### config.mk
export PLATFORM = sky130hd
export DESIGN_NAME = video_pixel_fifo_flat
export DESIGN_NICKNAME = d
export VERILOG_FILES = /design/src/rtl/video_pkg.sv /design/src/rtl/video_pixel_fifo_if.sv /design/src/rtl/video_fifo_mem.sv /design/src/rtl/video_pixel_fifo.sv /design/src/flat_wrapper.sv
export SDC_FILE = /design/constraint.sdc
export NUM_CORES = 1
export LEC_CHECK = 0
export BUFFER_PORTS_ARGS = -buffer_cell sky130_fd_sc_hd__buf_2
export CORE_ASPECT_RATIO = 0.6
export CORE_UTILIZATION = 50
export DETAILED_ROUTE_END_ITERATION = 10
export MAX_ROUTING_LAYER = met4
export PLACE_DENSITY = 0.7
export RECOVER_POWER = 50
export SLEW_MARGIN = 0
export SYNTH_ARGS = -nofsm -noshare
export SYNTH_HDL_FRONTEND = slang
export SYNTH_SLANG_ARGS = --single-unit
### constraint.sdc
create_clock -name clk -period 2.7 [get_ports clk]
set_clock_uncertainty 0.1 [all_clocks]
set_input_delay 0.27 -clock clk [delete_from_list [all_inputs] [get_ports clk]]
set_output_delay 0.27 -clock clk [all_outputs]
set_load 0.01 [all_outputs]
### src/rtl/video_pkg.sv
// rtl/video_pkg.sv - shared constants and helpers for the video pixel FIFO
package video_pkg;

   localparam int PIXEL_W_DEF = 8;

   typedef enum logic {
      MSB_FIRST = 1'b0,
      LSB_FIRST = 1'b1
   } pix_order_e;

   localparam pix_order_e PIX_ORDER = MSB_FIRST;

   function automatic int level_width(input int depth, input int word_pix);
      return $clog2(depth * word_pix + 1);
   endfunction

endpackage

### src/rtl/video_pixel_fifo_if.sv
// rtl/video_pixel_fifo_if.sv - word write handshake and pixel pop bus of the pixel FIFO
interface video_pixel_fifo_if
   import video_pkg::*;
#(
   parameter int PIXEL_W  = PIXEL_W_DEF,
   parameter int WORD_PIX = 2
);
   logic                          wr_valid;
   logic                          wr_ready;
   logic [PIXEL_W*WORD_PIX-1:0]   wr_data;
   logic                          pix_req;
   logic [PIXEL_W-1:0]            pix_out;
   logic                          pix_valid;

   modport master (
      output wr_valid, wr_data, pix_req,
      input  wr_ready, pix_out, pix_valid
   );

   modport slave (
      input  wr_valid, wr_data, pix_req,
      output wr_ready, pix_out, pix_valid
   );
endinterface

### src/rtl/video_fifo_mem.sv
// rtl/video_fifo_mem.sv - register-based word storage with asynchronous read
module video_fifo_mem
   import video_pkg::*;
#(
   parameter int WW    = 16,
   parameter int DEPTH = 4,
   parameter int AW    = $clog2(DEPTH)
) (
   input  logic          clk,
   input  logic          we_i,
   input  logic [AW-1:0] waddr_i,
   input  logic [WW-1:0] wdata_i,
   input  logic [AW-1:0] raddr_i,
   output logic [WW-1:0] rdata_o
);
   logic [WW-1:0] mem_q [DEPTH];

   always_ff @(posedge clk) begin
      if (we_i) begin
         mem_q[waddr_i] <= wdata_i;
      end
   end

   // Head word must be visible in the same cycle for per-pixel slicing.
   assign rdata_o = mem_q[raddr_i];
endmodule

### src/rtl/video_pixel_fifo.sv
// rtl/video_pixel_fifo.sv - packed-word FIFO that unpacks one pixel per request
module video_pixel_fifo
   import video_pkg::*;
#(
   parameter int PIXEL_W  = PIXEL_W_DEF,
   parameter int WORD_PIX = 2,
   parameter int DEPTH    = 4,
   parameter int LOW_WM   = 3
) (
   input  logic                                    clk,
   input  logic                                    rst,
   input  logic                                    en,
   input  logic                                    flush,
   input  logic                                    clr_err,
   video_pixel_fifo_if.slave                       bus,
   output logic [level_width(DEPTH, WORD_PIX)-1:0] level,
   output logic                                    full,
   output logic                                    empty,
   output logic                                    low_wm,
   output logic                                    underflow
);
   localparam int AW = $clog2(DEPTH);
   localparam int WW = PIXEL_W * WORD_PIX;
   localparam int CW = $clog2(DEPTH + 1);
   localparam int PW = (WORD_PIX > 1) ? $clog2(WORD_PIX) : 1;
   localparam int LW = level_width(DEPTH, WORD_PIX);

   logic [AW-1:0]      wr_ptr_q, wr_ptr_d, rd_ptr_q, rd_ptr_d;
   logic [CW-1:0]      wcnt_q, wcnt_d;
   logic [PW-1:0]      pidx_q, pidx_d;
   logic [LW-1:0]      level_q, level_d;
   logic [PIXEL_W-1:0] pix_out_q, pix_out_d;
   logic               pix_valid_q, pix_valid_d;
   logic               underflow_q, underflow_d;

   logic [WW-1:0]      head_word;
   logic [PIXEL_W-1:0] pix_sel;
   logic               wr_fire, pop_fire, under_ev, retire;

   assign full      = (wcnt_q == CW'(DEPTH));
   assign empty     = (level_q == '0);
   assign low_wm    = (level_q <= LW'(LOW_WM));
   assign level     = level_q;
   assign underflow = underflow_q;

   assign bus.wr_ready  = !full;
   assign bus.pix_out   = pix_out_q;
   assign bus.pix_valid = pix_valid_q;

   // wr_ready looks only at the registered count, so a same-cycle retire never frees a slot early.
   assign wr_fire  = en && bus.wr_valid && !full;
   assign pop_fire = en && bus.pix_req && !empty;
   assign under_ev = en && bus.pix_req && empty;
   assign retire   = pop_fire && (pidx_q == PW'(WORD_PIX - 1));

   video_fifo_mem #(
      .WW    (WW),
      .DEPTH (DEPTH),
      .AW    (AW)
   ) u_mem (
      .clk     (clk),
      .we_i    (wr_fire && !flush),
      .waddr_i (wr_ptr_q),
      .wdata_i (bus.wr_data),
      .raddr_i (rd_ptr_q),
      .rdata_o (head_word)
   );

   always_comb begin
      pix_sel = '0;
      for (int i = 0; i < WORD_PIX; i++) begin
         if (pidx_q == PW'(i)) begin
            if (PIX_ORDER == MSB_FIRST) begin
               pix_sel = head_word[WW-1-PIXEL_W*i -: PIXEL_W];
            end else begin
               pix_sel = head_word[PIXEL_W*i +: PIXEL_W];
            end
         end
      end
   end

   always_comb begin
      wr_ptr_d    = wr_ptr_q;
      rd_ptr_d    = rd_ptr_q;
      wcnt_d      = wcnt_q;
      pidx_d      = pidx_q;
      level_d     = level_q;
      pix_out_d   = pix_out_q;
      pix_valid_d = 1'b0;

      if (flush) begin
         wr_ptr_d = '0;
         rd_ptr_d = '0;
         wcnt_d   = '0;
         pidx_d   = '0;
         level_d  = '0;
      end else begin
         if (wr_fire) begin
            wr_ptr_d = wr_ptr_q + AW'(1);
         end
         if (pop_fire) begin
            pix_out_d   = pix_sel;
            pix_valid_d = 1'b1;
            if (retire) begin
               pidx_d   = '0;
               rd_ptr_d = rd_ptr_q + AW'(1);
            end else begin
               pidx_d = pidx_q + PW'(1);
            end
         end
         wcnt_d  = wcnt_q + CW'(wr_fire) - CW'(retire);
         level_d = level_q + (wr_fire ? LW'(WORD_PIX) : LW'(0)) - LW'(pop_fire);
      end

      // A fresh underflow event beats a simultaneous clear.
      if (under_ev) begin
         underflow_d = 1'b1;
      end else if (clr_err) begin
         underflow_d = 1'b0;
      end else begin
         underflow_d = underflow_q;
      end
   end

   always_ff @(posedge clk or negedge rst) begin
      if (!rst) begin
         wr_ptr_q    <= '0;
         rd_ptr_q    <= '0;
         wcnt_q      <= '0;
         pidx_q      <= '0;
         level_q     <= '0;
         pix_out_q   <= '0;
         pix_valid_q <= 1'b0;
         underflow_q <= 1'b0;
      end else begin
         wr_ptr_q    <= wr_ptr_d;
         rd_ptr_q    <= rd_ptr_d;
         wcnt_q      <= wcnt_d;
         pidx_q      <= pidx_d;
         level_q     <= level_d;
         pix_out_q   <= pix_out_d;
         pix_valid_q <= pix_valid_d;
         underflow_q <= underflow_d;
      end
   end
endmodule

### src/flat_wrapper.sv
// flat-port wrapper written by rule: the top's interface ports become plain ports
module video_pixel_fifo_flat import video_pkg::*;
#(
   parameter int PIXEL_W  = PIXEL_W_DEF,
   parameter int WORD_PIX = 2,
   parameter int DEPTH    = 4,
   parameter int LOW_WM   = 3
)
  (clk, rst, en, flush, clr_err, level, full, empty, low_wm, underflow, bus_wr_valid, bus_wr_data, bus_pix_req, bus_wr_ready, bus_pix_out, bus_pix_valid);
  video_pixel_fifo_if #(.PIXEL_W(PIXEL_W), .WORD_PIX(WORD_PIX)) bus_i ();
  input  logic clk;
  input  logic rst;
  input  logic en;
  input  logic flush;
  input  logic clr_err;
  output logic [level_width(DEPTH, WORD_PIX)-1:0] level;
  output logic full;
  output logic empty;
  output logic low_wm;
  output logic underflow;
  input wire logic [$bits(bus_i.wr_valid)-1:0] bus_wr_valid;
  input wire logic [$bits(bus_i.wr_data)-1:0] bus_wr_data;
  input wire logic [$bits(bus_i.pix_req)-1:0] bus_pix_req;
  output wire logic [$bits(bus_i.wr_ready)-1:0] bus_wr_ready;
  output wire logic [$bits(bus_i.pix_out)-1:0] bus_pix_out;
  output wire logic [$bits(bus_i.pix_valid)-1:0] bus_pix_valid;
  assign bus_i.wr_valid = bus_wr_valid;
  assign bus_i.wr_data = bus_wr_data;
  assign bus_i.pix_req = bus_pix_req;
  assign bus_wr_ready = bus_i.wr_ready;
  assign bus_pix_out = bus_i.pix_out;
  assign bus_pix_valid = bus_i.pix_valid;
  video_pixel_fifo #(.PIXEL_W(PIXEL_W), .WORD_PIX(WORD_PIX), .DEPTH(DEPTH), .LOW_WM(LOW_WM)) u_core (.clk(clk), .rst(rst), .en(en), .flush(flush), .clr_err(clr_err), .bus(bus_i), .level(level), .full(full), .empty(empty), .low_wm(low_wm), .underflow(underflow));
endmodule
Word level (Yosys, flattened, before mapping)
Memory sizes are Yosys's and may differ from the RTL's.
Cells that the tools add are included.

cells by class
  shifts and indexed selects = 0
  eq/ne operators = 1
  mux-type cells = 18
  reductions and logical operators = 17
  multipliers = 0
  $add $sub $neg = 7
  bitwise logic cells = 1
  div/mod/pow operators = 0
  magnitude comparators = 1

operator list
  kind                   number
  $mux W2                6
  $mux W1                9
  $mux W8                1
  $reduce_bool A2 Y1     4
  $logic_and A1 B1 Y1    7
  $add A2 B1 Y2 const B  2
  $add A4 B4 Y4          1
  $le A4 B2 Y1 const B   1
  $logic_not A4 Y1       1
  $mux W4                1
  $reduce_and A2 Y1      2
  $sub A4 B1 Y4          1
  $add A3 B1 Y3          1
  $eq A3 B3 Y1 const B   1
  $logic_not A1 Y1       3
  $mux W3                1
  $sub A3 B1 Y3          1
  $add A1 B1 Y1 const B  1
  $not A1 Y1             1

storage, ports and cells
  word-level logic and storage cells = 54
  bits in registers = 22
  ROM bits = 0
  latch bits = 0
  output and inout bits = 18
  input bits = 23
  bits in writable memories = 64
  memories = 1

memories
  name                words  width  read ports  clocked after memory_dff  wr ports  RTL line              source
  u_core.u_mem.mem_q  4      16     1           0                         1         video_fifo_mem.sv:16  logic [WW-1:0] mem_q [DEPTH];

Logic depth before layout (Yosys ltp)
Gate-level depths: netlist of run 1.

  depth in word-level cells = 7
  depth in mapped cells = 12
  gate-level depth less buffers = 11

Hierarchy
Synthesis of run 1 repeated with hierarchy kept, for this count alone.

second synthesis, totals
  cells, all modules = 186
  area total of the unflattened synthesis = 3537.1 um^2

modules (own cells, without submodules)
  module            cells each  seq. area each (um^2)  instances  area each (um^2)
  video_fifo_mem    88          1921.8                 1          2377.3
  video_pixel_fifo  98          550.5                  1          1159.9

Worst setup path after synthesis of run 1
OpenSTA, ideal clock, no wires.

  kind = register -> register
  start point = reg u_core.level_q[2] (netlist: u_core.level[2])
  end point = reg u_core.wcnt_q[2]
  path buffers = 1
  data required time = 2.468 ns
  arrival = 2.303 ns
  slack = 0.166 ns
  setup time = 0.132 ns
  clock period less this slack = 2.534 ns
  stages on the path, launching flop included = 13
  path through = dfrtp_1 > inv_1 > ha_1 > nor3b_2 > buf_2 > nor3_1 > ha_1 > inv_1 > ha_1 > inv_1 > fa_1 > xnor2_1 > nor2_1

between the ends
  longest elaborated chain between the ends = 6

RTL lines
  what                      RTL line                 source
  start: declaration        video_pixel_fifo.sv:31   logic [LW-1:0] level_q, level_d;
  start signal: assignment  video_pixel_fifo.sv:140  level_q <= level_d;
  $logic_not A4 Y1          video_pixel_fifo.sv:41   assign empty = (level_q == '0);
  net empty                 flat_wrapper.sv:18       output logic empty;
  $logic_not A1 Y1          video_pixel_fifo.sv:52   assign pop_fire = en && bus.pix_req && !empty;
  $logic_and A1 B1 Y1       video_pixel_fifo.sv:52
  $logic_and A1 B1 Y1       video_pixel_fifo.sv:54   assign retire = pop_fire && (pidx_q == PW'(WORD_PIX - 1));
  $sub A3 B1 Y3             video_pixel_fifo.sv:111  wcnt_d = wcnt_q + CW'(wr_fire) - CW'(retire);
  $mux W3                   video_pixel_fifo.sv:91   if (flush) begin
  net u_core.wcnt_d[2]      video_pixel_fifo.sv:29   logic [CW-1:0] wcnt_q, wcnt_d;
  end signal: assignment    video_pixel_fifo.sv:138  wcnt_q <= wcnt_d;
  end: declaration          video_pixel_fifo.sv:29

The timed path passes the listed nets, and every way through them passes these cells.
A chain may end at the register's enable or synchronous reset.

Final worst setup path of run 1
  start point = reg u_core.level_q[2] (netlist: u_core.level[2])
  end point = reg u_core.wcnt_q[2]

between the ends
  longest elaborated chain between the ends = 6

RTL lines
  what                  RTL line
  $logic_not A4 Y1      video_pixel_fifo.sv:41
  $logic_not A1 Y1      video_pixel_fifo.sv:52
  $logic_and A1 B1 Y1   video_pixel_fifo.sv:52
  $logic_and A1 B1 Y1   video_pixel_fifo.sv:54
  $sub A3 B1 Y3         video_pixel_fifo.sv:111
  $mux W3               video_pixel_fifo.sv:91
  net u_core.wcnt_d[2]  video_pixel_fifo.sv:29

The timed path passes the listed nets, and every way through them passes these cells.

==> flow_summary.toml, run 1 <==
[synth]
ys_seq_area_frac = 0.682
netlist.area_leader.share = 0.530
synth_edf_count = 64
synthSimpleGateAreaFrac = 0.0542
avgSynthCellArea_um2 = 15.4
synth_top_area_cell = "edfxtp_1"
netlist_area_mm2 = 0.00363
synth-compound-area-share = 0.0738
yosys-top-cells-count = "edfxtp_1 (64), dfrtp_1 (22), inv_1 (18)"
synth_mux_area_frac = 0.0970
yosysUniqueCellTypes = 35
ys_ff_latch = 86
synth_ff_type = "edfxtp_1"
synth_area_leaders = "edfxtp_1 (53%), dfrtp_1 (15%), mux2_2 (5.3%)"
yosys_warnings = 0
yosysMostFrequentCell = "edfxtp_1"
yosys.area_share.adder = 0.0490
syn_inst = 236
synth-xor-area-share = 0.00725
synth_top_family_by_area = "multiplexers"
syn_nets = 272
synthArstFlopShare = 0.256

[routing]
drtIter0Drc = 108
ant_nets = 0
vias = 2046
vias_per_cell = 5.41
wire_per_inst_um = 18.3
drc_errors = 1
firstDrtPassIters = 7
finalWirelength_um = 6920

[placed_design]
hpwl_um = 4530
portBuffers = 40
gp_congestion = 0.724
dpl_cell_area_mm2 = 0.00392

[final_layout]
fin_nets = 322
design_area_mm2 = 0.00424
antenna_cells = 0
fillerInstances = 534
drive_above_1_share = 0.192
synthToLayoutAreaGrowth_pct = 16.8

[clock_network]
clkSinkCount = 86
postCtsSetupBuffers = 0
cts.repair.resized = 0
cts_tree = "done"
cts-buffers-inserted = 9
htree_levels = 3
root_buffer = "clkbuf_16"
clockBufferDepth = 2
worstSkewPairLatency_ns = 0.34
clk_pin_slew_ns = 0.06

[min_path]
min_path_type = "input pin to flop"

[setup_path]
crit_path_end_kind = "flop"
arrival_ns = 2.44
cp_cell_sequence = "inv_1 -> ha_1 -> nor3b_2 -> nor3_1 -> ha_1 -> inv_1 -> ha_1 -> inv_1 -> fa_1 -> xnor2_1 -> nor2_1"
cp-start-kind = "flop"
worstPathRequired_ns = 2.82
worstPathMaxFanout = 3
path_class = "flop to flop"
cp_slowest_cell = "dfrtp_1"
cpPeakStageDelay_ns = 0.40

[timing]
tightestPinTransition_ns = 1.25
setup_viol = 0
period_share = 0.860
drv_slew = 0
rsz0062_at_grt = "no"
relSlewSlack = 0.169
whs_ns = 0.0191
setup_tns_ns = 0
hold_viol = 0
fmax_mhz = 431
period_needed_ns = 2.32

[floorplan]
rows = 23
die_area_mm2 = 0.00761
die_x_um = 112
initial_utilization = 0.529
core_mm2 = 0.00685
die_h_um = 68.0
io_pins = 41

[global_route]
antenna_found_initial = 0
grt.total_usage = 0.205
grt_overflow = 0
grt_max_degree = 23
grt_pass1_wl_um = 10500
grt_pass1_vias = 1951

[power]
leakagePower_nw = 1.56
irDropWorstVdd_mv = 0.433
power_density_mw_per_mm2 = 857

[outcome]
status = "finished, violations left"
violations = "design-rule violations"

[flow_run]
drv_cap = 0
[state kept, by name, indices dropped and copies added, names as in the netlist]
name,flops
u_core.bus.pix_valid,1
u_core.underflow,1
u_core.rd_ptr_q,2
u_core.u_mem.mem_q,64
u_core.bus.pix_out,8
u_core.level,4
u_core.pidx_q,1
u_core.wcnt_q,3
u_core.wr_ptr_q,2
[worst paths after layout]
| check | startpoint | end | slack (ns) | cells after the start |
|---|---|---|---|---|
| max in group asynchronous | rst | u_core.bus.pix_out[1] | 1.14 | 2 |
| max reg2reg | u_core.level[2] | u_core.wcnt_q[2] | 0.38 | 11 |
| max | u_core.level[2] | u_core.wcnt_q[2] | 0.38 | 11 |
| min reg2reg | u_core.bus.pix_out[7] | u_core.bus.pix_out[7] | 0.41 | 2 |
| min | clr_err | u_core.underflow | 0.02 | 2 |
| min in group asynchronous | rst | u_core.wr_ptr_q[0] | 0.61 | 2 |
[worst max-delay path: cells and delay by family, from the launching register on]
kind | cells | cell delay, ns
fa+ha+maj | 4 | 0.95
buf+inv | 3 | 0.19
simple gates | 3 | 0.40
flops | 1 | 0.40
xor+xnor | 1 | 0.17
[final cells by class]
type | count | area, um2 | share of cell area
well taps | 87 | 109 | 0.0257
inverters | 18 | 67.6 | 0.0159
clock inverters | 7 | 113 | 0.0266
repair buffers | 48 | 230 | 0.0543
flip-flops and latches | 86 | 2470 | 0.584
clock buffers | 9 | 225 | 0.0532
multi-input cells | 123 | 1020 | 0.241
[report_power, final]
group          switching [mW]  internal (mW)
Sequential             0.0750           1.54
Clock                   0.480          0.897
Combinational           0.375          0.262
Total                   0.929           2.70
[through the flow]
step / util / power (mW) / setup slack (ns) / instances
after global routing: 0.619 / 3.79 / 0.188 / 378
after CTS: 0.623 / 3.68 / 0.366 / 378
after global placement: 0.573 / 2.27 / 0.443 / 361
after detailed placement: 0.573 / 2.30 / 0.364 / 361
final: 0.619 / 3.63 / 0.378 / 378
after floorplan: - / 2.03 / 0.166 / 236
[cell usage in the layout, fill, tap and decap left out, types with 7 or more instances in the layout]
cell and n:
buf_2 14, buf_4 7, mux2_2 17, clkbuf_16 9, inv_1 18, a22o_1 8
ha_1 11, edfxtp_1 64, nor2_1 8, dfrtp_1 22, o31ai_1 9, o21ai_0 12
clkbuf_1 26, o22ai_1 8, mux2i_1 16
[timing repair]
action	CTS	global route
endpoints found under the setup margin	0	0
hold buffers	1	0
endpoints found under the hold margin	22	0
[cells by family after synthesis]
logic type,after synthesis
buf+inv,27
compound gates,41
mux,33
xor+xnor,3
flops,86
simple gates,33
fa+ha+maj,13
[routing by layer]
layer,track usage,vias up,share of wire
li1,-,978,-
met1,0.268,1019,0.49
met2,0.306,40,0.45
met3,0.0629,9,0.041
met4,0.0800,0,0.013
met5,-,-,0
Power figures use the tool's default switching activity.
==> run 2, diff against run 1 <==
Settings changed: CORE_ASPECT_RATIO 0.6 to not set.
==> run 2 against run 1 <==
Against the previous run: the run now ends clean; sequential cell count stayed put; sequential power hardly changed; maximum frequency is 0.78% higher; global-route usage is 1.3 points lower; power is 14% lower; register-to-register slack better by 0.02 ns; critical path type unchanged; largest cell class unchanged; largest power group unchanged.
==> flow_summary.toml, run 2 (synthesized netlist as in run 1, its figures left out) <==
[clock_network]
clkSinkCount = 86
htree_levels = 3
clockBufferDepth = 2
cts.repair.resized = 0
clk_pin_slew_ns = 0.09
cts_tree = "done"
cts-hold-fix-buffers = 2
worstSkewPairLatency_ns = 0.35
root_buffer = "clkbuf_8"
cts-buffers-inserted = 9
postCtsSetupBuffers = 0

[timing]
period_share = 0.853
drv_slew = 0
period_needed_ns = 2.30
rsz0062_at_grt = "no"
relSlewSlack = 0.201
setup_ws_ns = 0.396
fmax_mhz = 434
hold_viol = 0
setup_tns_ns = 0
tightestPinTransition_ns = 1.20
setup_viol = 0

[floorplan]
die_x_um = 87.2
io_pins = 41
die_area_mm2 = 0.00760
rows = 30
die_h_um = 87.2
initial_utilization = 0.525
core_mm2 = 0.00691

[final_layout]
fillerInstances = 569
layout.cells.most_common_list = "edfxtp_1 (64), clkbuf_1 (26), dfrtp_1 (22)"
fin_nets = 323
synthToLayoutAreaGrowth_pct = 13.5
largest_register = "u_core.u_mem.mem_q"
postLayoutCoreUtil = 0.596
largest_reg_flops = 64
drive_above_1_share = 0.189
layout_commonest_cell = "edfxtp_1"
antenna_cells = 0

[placed_design]
gp_congestion = 0.760
portBuffers = 40
hpwl_um = 4000
pre_cts_slack_ns = 0.362

[power]
irDropWorstVdd_mv = 0.396
power_density_mw_per_mm2 = 757
leakagePower_nw = 1.50

[global_route]
antenna_found_initial = 0
grt_max_degree = 36
grt.total_usage = 0.193
grt_overflow = 0
grt_pass1_vias = 1963
grt_pass1_wl_um = 10100

[flow_run]
drv_cap = 0

[setup_path]
worstPathRequired_ns = 2.84
r2r_setup_slack_ns = 0.40
timing.rr.end = "u_core.wcnt_q[2]"
reg2reg_depth = 11
arrival_ns = 2.44
worstPathMaxFanout = 3
crit_path_end_kind = "flop"
r2r-start = "u_core.level[2]"
path_class = "flop to flop"
cp-start-kind = "flop"

[min_path]
hold_start = "bus_wr_data[9]"
min_delay_path_depth = 1
hold-path-endpoint = "u_core.u_mem.mem_q[1][9]"
min_path_type = "input pin to flop"

[routing]
finalWirelength_um = 6310
vias = 2041
ant_nets = 0
drc_errors = 0
drtIter0Drc = 77
vias_per_cell = 5.27
firstDrtPassIters = 4
wire_per_inst_um = 16.3

[outcome]
status = "completed"
[run 2: area by class of cell]
cell class / instances / area (um2) / area share
multi-input cells: 123 / 1020 / 0.248
well taps: 96 / 120 / 0.0292
inverters: 18 / 67.6 / 0.0164
repair buffers: 49 / 240 / 0.0584
clock inverters: 6 / 71.3 / 0.0173
flip-flops and latches: 86 / 2470 / 0.601
clock buffers: 9 / 124 / 0.0301
[run 2: power by group]
part	switching [mW]	internal, mW	total (mW)
Combinational	0.359	0.258	0.617
Sequential	0.0744	1.54	1.61
Clock	0.456	0.428	0.885
[run 2: metrics by stage]
| stage | total power [mW] | instances | instance area (um2) | hold WS (ns) |
|---|---|---|---|---|
| floorplan | 2.03 | 236 | 3630 | -0.126 |
| global placement | 2.26 | 370 | 3930 | 0.168 |
| detailed placement | 2.28 | 370 | 3930 | 0.170 |
| CTS | 3.17 | 387 | 4150 | 0.0101 |
| global route | 3.28 | 387 | 4120 | 0.0581 |
| finish | 3.11 | 387 | 4120 | 0.0676 |
[run 2: worst max-delay path, stage by stage, from the launching register on]
cell	delay [ns]
dfrtp_1	0.39
inv_1	0.08
ha_1	0.18
nor3b_2	0.16
nor3_1	0.19
ha_1	0.26
inv_1	0.06
ha_1	0.14
inv_1	0.05
fa_1	0.37
xnor2_1	0.16
nor2_1	0.05
[run 2: how the worst max path moves through the flow]
stage                    start          endpoint  slack, ns  depth (start not counted)
2_1_floorplan  u_core.level[2]  u_core.wcnt_q[2]       0.17                         12
3_3_place_gp   u_core.level[2]  u_core.wcnt_q[2]       0.45                         11
3_5_place_dp   u_core.level[2]  u_core.wcnt_q[2]       0.36                         11
4_1_cts        u_core.level[2]  u_core.wcnt_q[2]       0.36                         11
5_1_grt        u_core.level[2]  u_core.wcnt_q[2]       0.26                         11
6_report       u_core.level[2]  u_core.wcnt_q[2]       0.40                         11
[run 2: metal layers]
layer  track usage  vias to the layer above  routed length, um
li1              -                      981                  -
met1         0.252                      994               2910
met2         0.296                       61               3070
met3        0.0635                        5                313
met4        0.0447                        0                 27
met5             -                        -                  0
==> run 3, diff against run 2 <==
Settings changed: ABC_AREA set to 1.
==> run 3 against run 2 <==
Against the previous run: cell area is 4.4% higher; non-clock buffer count down 1; sequential share of layout area fell by 2.5 points; combinational power is 3.6% lower; area after synthesis up 7.5%; wire length is 15% higher; first-iteration DRC count grew 95%; sequential power hardly changed; critical path type unchanged; largest power group unchanged.
==> flow_summary.toml, run 3 <==
[outcome]
status = "completed"

[final_layout]
fin_cells = 523
fin_nets = 455
drive_above_1_share = 0.125
layout.cells.most_common_list = "nand2_1 (95), inv_1 (72), edfxtp_1 (64)"
largest_register = "u_core.u_mem.mem_q"
largest_reg_flops = 64
postLayoutCoreUtil = 0.580
layout_commonest_cell = "nand2_1"
synthToLayoutAreaGrowth_pct = 10.2
antenna_cells = 0

[floorplan]
initial_utilization = 0.526
io_pins = 41
core_mm2 = 0.00741
die_h_um = 90.3
rows = 31
die_x_um = 90.3
die_area_mm2 = 0.00815

[global_route]
antenna_found_initial = 0
grt_overflow = 0
grt_max_degree = 36
grt_pass1_vias = 2406
grt.total_usage = 0.200
grt_pass1_wl_um = 11900

[routing]
drc_errors = 0
vias_per_cell = 4.76
wire_per_inst_um = 13.9
ant_nets = 0
finalWirelength_um = 7280
firstDrtPassIters = 4
drtIter0Drc = 150
vias = 2488

[timing]
period_share = 0.851
tightestPinTransition_ns = 1.20
fmax_mhz = 435
relSlewSlack = 0.201
period_needed_ns = 2.30
rsz0062_at_grt = "no"
drv_slew = 0
setup_ws_ns = 0.401
setup_tns_ns = 0
whs_ns = 0.0578
setup_viol = 0
hold_viol = 0

[clock_network]
worstSkewPairLatency_ns = 0.35
cts-buffers-inserted = 9
cts_tree = "done"
htree_levels = 3
clockBufferDepth = 2
clkSinkCount = 86
root_buffer = "clkbuf_8"
cts.repair.resized = 0
clk_pin_slew_ns = 0.08

[setup_path]
cp.buffers_inverters = 4
crit_path_end_kind = "flop"
cpPeakStageDelay_ns = 0.42
timing.rr.end = "u_core.wcnt_q[2]"
cp_cell_sequence = "inv_1 -> ha_1 -> nand3_2 -> nand3_1 -> inv_1 -> ha_1 -> inv_1 -> ha_1 -> inv_1 -> fa_1 -> xor2_1 -> nor2_1"
worstPathMaxFanout = 4
cp-start-kind = "flop"
r2r-start = "u_core.level[2]"
arrival_ns = 2.44
worstPathRequired_ns = 2.84
cp_slowest_cell = "dfrtp_1"
r2r_setup_slack_ns = 0.40
reg2reg_depth = 12
path_depth = 12
crit_top_cell = "inv_1"
crit_family = "adder cells"
path_class = "flop to flop"

[synth]
ys_seq_area_frac = 0.634
yosys_warnings = 0
netlist.area_leader.share = 0.493
synth_top_area_cell = "edfxtp_1"
synthArstFlopShare = 0.256
yosysUniqueCellTypes = 25
netlist_area_mm2 = 0.00390
ys_ff_latch = 86
yosysMostFrequentCell = "nand2_1"
synth_area_leaders = "edfxtp_1 (49%), dfrtp_1 (14%), nand2_1 (9.1%)"
avgSynthCellArea_um2 = 10.5
yosys-top-cells-count = "nand2_1 (95), inv_1 (72), edfxtp_1 (64)"
synth_ff_type = "edfxtp_1"
synth_edf_count = 64
syn_inst = 372
syn_nets = 408

[power]
irDropWorstVdd_mv = 0.451
leakagePower_nw = 1.97
power_density_mw_per_mm2 = 692

[placed_design]
gp_congestion = 0.787
dp_cells = 506
hpwl_um = 4730
pre_cts_slack_ns = 0.386
portBuffers = 40

[min_path]
min_path_type = "input pin to flop"
hold-path-endpoint = "u_core.underflow"
min_delay_path_depth = 2
hold_start = "clr_err"

[flow_run]
drv_cap = 0
==> run 3: cell types whose count changed in the layout (fill, tap and decap cells not counted), moves of 11 or more <==
cell     delta
nand2_2    +11
inv_1      +54
nand3_1    +49
mux2_2     -17
nand2_1    +92
mux2i_1    -16
==> run 3: stage by stage <==
| stage | total power [mW] | area, um2 |
|---|---|---|
| after floorplan | 2.03 | 3900 |
| after global placement | 2.24 | 4160 |
| after detailed placement | 2.27 | 4160 |
| after CTS | 3.02 | 4330 |
| after global routing | 3.14 | 4300 |
| final | 2.97 | 4300 |
==> run 3: worst reg2reg max path, delay by kind of cell (launching register included) <==
family,cells,cell delay (ns)
and+or+nand+nor,3,0.30
DFF,1,0.42
buffers and inverters,4,0.29
adders and majority gates,4,0.93
xor gates and xnor gates,1,0.15
==> run 3: where the power goes <==
group | total [mW] | switching (mW) | internal [mW]
Sequential | 1.62 | 0.0793 | 1.54
Clock | 0.756 | 0.428 | 0.327
Combinational | 0.595 | 0.367 | 0.227
Total | 2.97 | 0.875 | 2.10
==> run 3: repair_timing <==
action,CTS,global route
hold endpoints to repair,22,0
hold buffers,1,0
setup endpoints to repair,0,0
setup buffers,0,0
==> run 3: worst max path at each step <==
stage / start / to / slack, ns
floorplan: u_core.level[2] / u_core.wcnt_q[2] / 0.50
global route: u_core.level[2] / u_core.wcnt_q[2] / 0.18
global placement: u_core.level[2] / u_core.wcnt_q[2] / 0.47
finish: u_core.level[2] / u_core.wcnt_q[2] / 0.40
detailed placement: u_core.level[2] / u_core.wcnt_q[2] / 0.39
CTS: u_core.level[2] / u_core.wcnt_q[2] / 0.38
==> run 3: cell type report <==
type / instances / area [um2]
fill: 661 / 3110
sequential: 86 / 2470
multi-input combinational: 195 / 1010
inverter: 79 / 304
timing repair buffer: 48 / 230
clock buffer: 11 / 131
tap: 99 / 124
clock inverter: 5 / 26.3
==> run 3: kinds of logic after synthesis <==
group	synth area share
AOI/OAI and AO/OA	0.00674
xor gates and xnor gates	0.00674
adders and majority gates	0.0456
buffers and inverters	0.107
DFF	0.634
and+or+nand+nor	0.200
==> run 3: routing by layer <==
layer	vias to the layer above	GRT usage	share of wire
met4	0	0.0565	0.0026
li1	1264	-	-
met2	63	0.336	0.52
met5	-	-	0
met1	1156	0.242	0.43
met3	5	0.0497	0.054
